[src/rtl/adam_axil_pause_drain.sv]
// AXI-Lite pause/drain gate: zero-latency pass-through with an outstanding-transaction
// limit. On pause it stops admitting new requests and acknowledges once all in-flight ones complete.
module adam_axil_pause_drain #(
    parameter int ADDR_WIDTH = 32,
    parameter int DATA_WIDTH = 32,
    parameter int MAX_TRANS  = 4
) (
    input  logic                    clk,
    input  logic                    rst,
    input  logic                    pause_req,
    output logic                    pause_ack,

    input  logic [ADDR_WIDTH-1:0]   slv_aw_addr,
    input  logic [2:0]              slv_aw_prot,
    input  logic                    slv_aw_valid,
    output logic                    slv_aw_ready,
    input  logic [DATA_WIDTH-1:0]   slv_w_data,
    input  logic [DATA_WIDTH/8-1:0] slv_w_strb,
    input  logic                    slv_w_valid,
    output logic                    slv_w_ready,
    output logic [1:0]              slv_b_resp,
    output logic                    slv_b_valid,
    input  logic                    slv_b_ready,
    input  logic [ADDR_WIDTH-1:0]   slv_ar_addr,
    input  logic [2:0]              slv_ar_prot,
    input  logic                    slv_ar_valid,
    output logic                    slv_ar_ready,
    output logic [DATA_WIDTH-1:0]   slv_r_data,
    output logic [1:0]              slv_r_resp,
    output logic                    slv_r_valid,
    input  logic                    slv_r_ready,

    output logic [ADDR_WIDTH-1:0]   mst_aw_addr,
    output logic [2:0]              mst_aw_prot,
    output logic                    mst_aw_valid,
    input  logic                    mst_aw_ready,
    output logic [DATA_WIDTH-1:0]   mst_w_data,
    output logic [DATA_WIDTH/8-1:0] mst_w_strb,
    output logic                    mst_w_valid,
    input  logic                    mst_w_ready,
    input  logic [1:0]              mst_b_resp,
    input  logic                    mst_b_valid,
    output logic                    mst_b_ready,
    output logic [ADDR_WIDTH-1:0]   mst_ar_addr,
    output logic [2:0]              mst_ar_prot,
    output logic                    mst_ar_valid,
    input  logic                    mst_ar_ready,
    input  logic [DATA_WIDTH-1:0]   mst_r_data,
    input  logic [1:0]              mst_r_resp,
    input  logic                    mst_r_valid,
    output logic                    mst_r_ready
);

    localparam int CW = $clog2(MAX_TRANS + 1);
    localparam logic [CW-1:0] MAX_CNT = CW'(MAX_TRANS);

    typedef enum logic [1:0] {RUN, DRAIN, PAUSED} state_t;

    state_t        state;
    logic [CW-1:0] aw_out, w_out, r_out;
    logic          aw_hold, w_hold, ar_hold;

    logic aw_admit, w_admit, ar_admit;
    logic aw_hs, w_hs, ar_hs, b_hs, r_hs;
    logic drained;

    // Payload and response channels are pure wires.
    assign mst_aw_addr = slv_aw_addr;
    assign mst_aw_prot = slv_aw_prot;
    assign mst_w_data  = slv_w_data;
    assign mst_w_strb  = slv_w_strb;
    assign mst_ar_addr = slv_ar_addr;
    assign mst_ar_prot = slv_ar_prot;
    assign slv_b_resp  = mst_b_resp;
    assign slv_b_valid = mst_b_valid;
    assign mst_b_ready = slv_b_ready;
    assign slv_r_data  = mst_r_data;
    assign slv_r_resp  = mst_r_resp;
    assign slv_r_valid = mst_r_valid;
    assign mst_r_ready = slv_r_ready;

    // NOTE: every signal written here gets a default first, so no latch can be inferred.
    always_comb begin
        w_admit = 1'b0;
        case (state)
            RUN:     w_admit = (w_out < MAX_CNT);
            DRAIN:   w_admit = (w_out < aw_out);
            default: w_admit = 1'b0;
        endcase
        w_admit  = w_admit | w_hold;
        aw_admit = aw_hold | ((state == RUN) && (aw_out < MAX_CNT));
        ar_admit = ar_hold | ((state == RUN) && (r_out < MAX_CNT));
    end

    assign mst_aw_valid = ~rst & slv_aw_valid & aw_admit;
    assign slv_aw_ready = ~rst & mst_aw_ready & aw_admit;
    assign mst_w_valid  = ~rst & slv_w_valid  & w_admit;
    assign slv_w_ready  = ~rst & mst_w_ready  & w_admit;
    assign mst_ar_valid = ~rst & slv_ar_valid & ar_admit;
    assign slv_ar_ready = ~rst & mst_ar_ready & ar_admit;

    assign aw_hs = mst_aw_valid & mst_aw_ready;
    assign w_hs  = mst_w_valid  & mst_w_ready;
    assign ar_hs = mst_ar_valid & mst_ar_ready;
    assign b_hs  = mst_b_valid  & slv_b_ready;
    assign r_hs  = mst_r_valid  & slv_r_ready;

    assign drained = (aw_out == '0) && (w_out == '0) && (r_out == '0) &&
                     !aw_hold && !w_hold && !ar_hold;

    // A decrement on an empty counter is a fabric protocol error; it simply stays at zero.
    function automatic logic [CW-1:0] count_next(input logic [CW-1:0] cur,
                                                 input logic inc, input logic dec);
        if (inc && !dec)                    return cur + 1'b1;
        else if (dec && !inc && cur != '0) return cur - 1'b1;
        else                                return cur;
    endfunction

    // NOTE: all state uses non-blocking assignments so every update sees pre-edge values.
    always_ff @(posedge clk) begin
        if (rst) begin
            state     <= RUN;
            pause_ack <= 1'b0;
            aw_out    <= '0;
            w_out     <= '0;
            r_out     <= '0;
            aw_hold   <= 1'b0;
            w_hold    <= 1'b0;
            ar_hold   <= 1'b0;
        end else begin
            aw_out <= count_next(aw_out, aw_hs, b_hs);
            w_out  <= count_next(w_out,  w_hs,  b_hs);
            r_out  <= count_next(r_out,  ar_hs, r_hs);

            // A presented but unaccepted request stays forwarded until it handshakes.
            if (aw_hs)                            aw_hold <= 1'b0;
            else if (mst_aw_valid && !mst_aw_ready) aw_hold <= 1'b1;
            if (w_hs)                             w_hold  <= 1'b0;
            else if (mst_w_valid && !mst_w_ready)   w_hold  <= 1'b1;
            if (ar_hs)                            ar_hold <= 1'b0;
            else if (mst_ar_valid && !mst_ar_ready) ar_hold <= 1'b1;

            case (state)
                RUN: begin
                    if (pause_req) state <= DRAIN;
                    pause_ack <= 1'b0;
                end
                DRAIN: begin
                    if (!pause_req) begin
                        state     <= RUN;
                        pause_ack <= 1'b0;
                    end else if (drained) begin
                        state     <= PAUSED;
                        pause_ack <= 1'b1;
                    end else begin
                        pause_ack <= 1'b0;
                    end
                end
                PAUSED: begin
                    if (!pause_req) begin
                        state     <= RUN;
                        pause_ack <= 1'b0;
                    end else begin
                        pause_ack <= 1'b1;
                    end
                end
                default: begin
                    state     <= RUN;
                    pause_ack <= 1'b0;
                end
            endcase
        end
    end

endmodule

[config.mk]
export PLATFORM = sky130hd
export DESIGN_NAME = adam_axil_pause_drain
export DESIGN_NICKNAME = d
export VERILOG_FILES = /design/src/rtl/adam_axil_pause_drain.sv
export SDC_FILE = /design/constraint.sdc
export NUM_CORES = 1
export LEC_CHECK = 0
export BUFFER_PORTS_ARGS = -buffer_cell sky130_fd_sc_hd__buf_2
export CORE_AREA = 10 10 111 113
export DETAILED_ROUTE_END_ITERATION = 12
export DIE_AREA = 0 0 121 123
export GPL_ROUTABILITY_DRIVEN = 1
export PLACE_DENSITY_LB_ADDON = 0.08
export REMOVE_ABC_BUFFERS = 1
export SYNTH_ARGS = -nofsm -noshare
export SYNTH_HDL_FRONTEND = slang
export SYNTH_SLANG_ARGS = --single-unit
[constraint.sdc]
create_clock -name clk -period 2.6 [get_ports clk]
set_input_delay 0.13 -clock clk [delete_from_list [all_inputs] [get_ports clk]]
set_output_delay 0.13 -clock clk [all_outputs]
set_load 0.005 [all_outputs]
======== Yosys cells after proc, flatten, opt, wreduce, memory -nomap -nowiden ========
Cells that the tools add are included.
W data, S select, Z words.
word-level totals
  flip-flop bits (word level) ............. 15
  output and inout port bits .............. 153
  word-level logic and storage cells ...... 104
operators by class
  add/subtract/negate cells ............... 6
  $lt $le $gt $ge ......................... 4
  eq/ne operators ......................... 5
  multiplexer cells ....................... 16
  bitwise logic cells ..................... 21
  reduce and logical (&&, ||, !) cells .... 44
operator list
  kind                   count
  $logic_and A1 B1 Y1    19
  $mux W3                6
  $and A1 B1 Y1          17
  $logic_not A1 Y1       11
  $add A3 B1 Y3 const B  3
  $logic_not A3 Y1       3
  $lt A3 B3 Y1 const B   3
  $reduce_bool A3 Y1     3
  $sub A3 B1 Y3 const B  3
  $mux W2                4
  $pmux W2 S3            1
  $reduce_bool A2 Y1     3
  $reduce_or A2 Y1       3
  $ne A2 B2 Y1 const B   2
  $pmux W1 S2            2
  $lt A3 B3 Y1           1
  $mux W1                3
  $ne A3 B3 Y1 const B   1
  $or A1 B1 Y1           3
  $reduce_and A3 Y1      1
  $eq A2 B1 Y1 const B   1
  $eq A2 B2 Y1 const B   1
  $logic_not A2 Y1       1
  $not A1 Y1             1

======== Depth between registers and ports, before layout ========
  depth after elaboration ................. 10
  depth in mapped cells ................... 11
  mapped depth without buffers ............ 11

======== Least setup slack after synthesis ========
OpenSTA, ideal clock, no wires.
  path type ............................... flip-flop to flip-flop
  start ................................... register aw_out[1]
  end ..................................... register w_out[2]
  setup time .............................. 116 ps
  arrival ................................. 2,164 ps
  required time ........................... 2,484 ps
  path slack .............................. 320 ps
  cell stages (with the launch flop) ...... 12
  period minus slack after synthesis ...... 2,280 ps
  cells stage by stage .................... dfxtp_1 > inv_1 > ha_1 > nand2_1 > o2111ai_4 > a21oi_2 > nand2_1 > fa_1 > and2_1 > nand3_1 > mux2i_1 > a31o_1
between the ends
  longest elaborated chain between the ends .. 9
  elaborated cells on any way between the ends .. 11
  those cells by class .................... 1 x order compare; 2 x mux; 3 x bitwise; 5 x reduce/logical
ends and longest elaborated chain
  element                              line  RTL
  start, declared                      60    logic [CW-1:0] aw_out, w_out, r_out;
  start signal, assigned               131   aw_out <= count_next(aw_out, aw_hs, b_hs);
  $lt A3 B3 Y1 *                       87    DRAIN: w_admit = (w_out < aw_out);
  $pmux W1 S2 *                        85    case (state)
  $or A1 B1 Y1 *                       90    w_admit = w_admit | w_hold;
  $and A1 B1 Y1 *                      97    assign mst_w_valid = ~rst & slv_w_valid & w_admit;
  $and A1 B1 Y1 *                      103   assign w_hs = mst_w_valid & mst_w_ready;
  $logic_not A1 Y1                     115   else if (dec && !inc && cur != '0) return cur - 1'b1;
  $logic_and A1 B1 Y1 (2 in a row)     115
  $reduce_bool A2 Y1 (no source line)  -
  end signal, assigned                 132   w_out <= count_next(w_out, w_hs, b_hs);
  end, declared                        60
Every way passes the cells marked *; elsewhere a longest branch is shown, timed or not.
A chain may end at the register's enable or synchronous reset.

======== Worst setup path after layout ========
  start ................................... register state[0]
  end ..................................... register aw_out[2]
between the ends
  longest elaborated chain between the ends .. 9
  elaborated cells on any way between the ends .. 11
  those cells by class .................... 1 x mux; 3 x bitwise; 7 x reduce/logical
ends and longest elaborated chain
  element                              line  RTL
  start, declared                      59    state_t state;
  start signal, assigned               122   state <= RUN;
  start signal, assigned               145   if (pause_req) state <= DRAIN;
  start signal, assigned               150   state <= RUN;
  $logic_not A2 Y1 *                   91    aw_admit = aw_hold | ((state == RUN) && (aw_out < MAX_CNT));
  $logic_and A1 B1 Y1 *                91
  $or A1 B1 Y1 *                       91
  $and A1 B1 Y1 *                      95    assign mst_aw_valid = ~rst & slv_aw_valid & aw_admit;
  $and A1 B1 Y1 *                      102   assign aw_hs = mst_aw_valid & mst_aw_ready;
  $logic_not A1 Y1                     115
  $logic_and A1 B1 Y1 (2 in a row)     115
  $reduce_bool A2 Y1 (no source line)  -
Marked as above.

==> results.md <==
- Crit path arrival time: 2560 ps
- Compound-gate portion of the synthesized area: 11.1%
- Most frequent cells in the layout: buf_2 (23), nor2_1 (17), nand2_1 (15), dfxtp_1 (15)
- Avg Inst Size Synth: 8.08 sq um
- Htree depth: 1
- Clock latency on the worst-skew pair: 260 ps
- Crit path kind: flop to flop
- M1 GR Usage: 8.60%
- Mapped Cells: 275
- EDFF count, synth: 0
- Hold-fix buffers, CTS: 0
- Post-Synth Adder-Cell Area: 5.52%
- Post-synth ARST share: 0%
- Ports: 308
- Worst-path maximum fanout: 6
- Most common cell after layout, fill and taps aside: buf_2
- Rows: 37
- CTS tree: built
- GRT met2 Usage: 58.0%
- Post-route ant nets: 0
- CP startpoint kind: flop
- M3 GR Usage: 49.9%
- Vias per cell: 5.37
- Fill count: 1175
- Drt total wl: 26.2 mm
- Setup_tns: 0 ps
- CTS max path bufs: 2
- Multiplexer share of the synthesized area: 3.10%
- R2r setup slk: 240 ps
- Post-Synth Simple-Gate Area: 14.3%
- Main combinational cell family by area after synthesis: buffers and inverters
- Synth Cell Area: 2220 sq um
- Clk pin slew, worst setup/hold paths: 80 ps
- Status: finished clean
- Hold endpoint: aw_hold
- Share of cells above drive strength 1: 28.8%
- Placement Cell Area: 1420 sq um
- Vias in the first global route: 1538
- Hold path startpoint: slv_aw_valid
- Remaining DRCs: 0
- Top FF cell, synth: dfxtp_1
- Yosys reg bits: 15
- DPL Wire Length: 25.3 mm
- XOR/XNOR share of the synthesized area: 1.18%
- Minimum clock period: 2360 ps
- Gr usage total: 33.6%
- Total power: 921 uW
- Busiest metal layer after global routing: met2
- Largest net degree at the start of global routing: 18
- Clock Tree Root: clkbuf_8
- Worst Tran Pin Value: 499 ps
- Placed Instances: 288
- Core ar.: 10100 sq um
- Num CTS Buffers: 3
- Final setup violation count: 0
- CP Launch Point: state[0]
- Die X: 121 um
- Relative slew slack: 66.5%
- Final Instance Area: 1470 sq um
- DR vias: 1567
- Critical Path RT: 2790 ps
- Nets: 320
- Antenna violations before repair: 0
- Setup Skew: 1.82 ps
- Post-synthesis sequential area ratio: 13.5%
- R2R cell count: 9
- Worst hold path class: primary input to flop
- Final-report max-slew violation count: 0
- Final Hold Vio Count: 0
- WHS Path Cells: 2
- Clk sinks: 15
- Fin crit share: 90.9%
- Wirelength per Cell: 89.7 um
- CP Capture Type: flop
- Post-synth cell types: 43
- # diodes: 0
- Max_cap viols: 0
- Area grow syn2layout: -33.8%
- Max Clk Rate: 423 MHz
- Initial DRC count: 78
- VDD IR-drop max: 0.000171 V
- Leak: 0.000559 uW
- RSZ-0062 raised after global routing: no
- Port Buffers: 23
- Gr ovfl total: 0
- Reg-to-Reg Start: state[0]
- Power Density: 626 nW/um^2
- Die area: 14900 sq um
- Worst r2r dst: aw_out[2]
- Starting Density: 21.9%
- Final Instance Count excl. Fillers: 292
- Die Y: 123 um
- Global-route wire length before repair: 29.6 mm
- Final GP Congestion: 1.30
- DR pass1 iterations: 4
- Synth warnings: 0
power breakdown:
| part | switching (uW) | internal (uW) |
|---|---|---|
| clock network | 105 | 109 |
| registers | 44.0 | 262 |
| logic | 219 | 182 |
kinds of logic (layout without fill, tap and decap cells):
family	after synthesis	after routing
muxes	6	6
DFF	15	15
and+or+nand+nor	58	58
AOI/OAI and AO/OA	28	28
buffers and inverters	157	38
xor gates and xnor gates	3	3
adders and majority gates	8	8
flip-flops by register name, summed over array words and instances (netlist names):
signal	count
w_out	3
ar_hold	1
r_out	3
aw_hold	1
aw_out	3
state	2
w_hold	1
pause_ack	1
how the worst max path moves through the flow:
stage	slack, ps	end	depth (start not counted)
final	240	aw_out[2]	9
after detailed placement	170	aw_out[2]	9
after global routing	0.3	aw_out[2]	9
after global placement	270	aw_out[2]	9
after floorplan	320	w_out[2]	11
after CTS	150	aw_out[2]	9
synthesized netlist by cell type, types with 2 or more instances:
cell type | count | area share, %
dfxtp_1 | 15 | 14
xnor2_1 | 3 | 1.2
a21oi_1 | 8 | 1.8
mux2_2 | 2 | 1.0
nand2b_1 | 3 | 0.84
a211oi_1 | 2 | 0.68
fa_1 | 3 | 2.7
nand3_1 | 2 | 0.45
mux2i_1 | 2 | 0.90
nand2_1 | 15 | 2.5
and2_1 | 6 | 1.7
inv_1 | 8 | 1.4
o2111ai_2 | 2 | 1.4
nor2b_4 | 2 | 1.2
nor2_1 | 17 | 2.9
ha_1 | 5 | 2.8
buf_4 | 146 | 49
o221ai_1 | 2 | 0.79
nor3_1 | 4 | 0.90
a32oi_1 | 2 | 0.79
and3_1 | 2 | 0.56
o21ai_0 | 3 | 0.68
per-layer routing:
metal,part of all wire (%),wire (um)
met1,10,2680
met2,48,12600
met3,30,7950
met4,11,2800
met5,0.52,136
worst max-delay path, cell delays in order, from the launching register on:
cell and delay, ps:
dfxtp_1 340, inv_1 90, ha_2 250, nor2b_2 220
o2111ai_2 200, nand2b_1 240, fa_1 440, nor4b_2 280
o21ai_0 120, a21oi_1 120
area by class of cell:
class | instances | area, sq um | share of cell area, %
Multi-Input combinational cell | 103 | 792 | 53.8
Sequential cell | 15 | 300 | 20.4
Tap cell | 136 | 170 | 11.6
Timing Repair Buffer | 25 | 130 | 8.84
Clock buffer | 4 | 45.0 | 3.06
Inverter | 9 | 33.8 | 2.30
through the flow:
step	worst slack [ps]	hold slack (ps)	util, %
after global placement	271	261	14.0
after floorplan	320	199	-
after detailed placement	174	261	14.0
after global routing	0.335	109	14.5
final	235	105	14.5
after CTS	146	102	14.4
what timing repair did:
item | in CTS | in global routing
setup buffers | 0 | 0
setup endpoints to repair | 0 | 1
hold endpoints to repair | 0 | 0
resized for setup | 0 | 2
(Power assumes the default switching activity.)
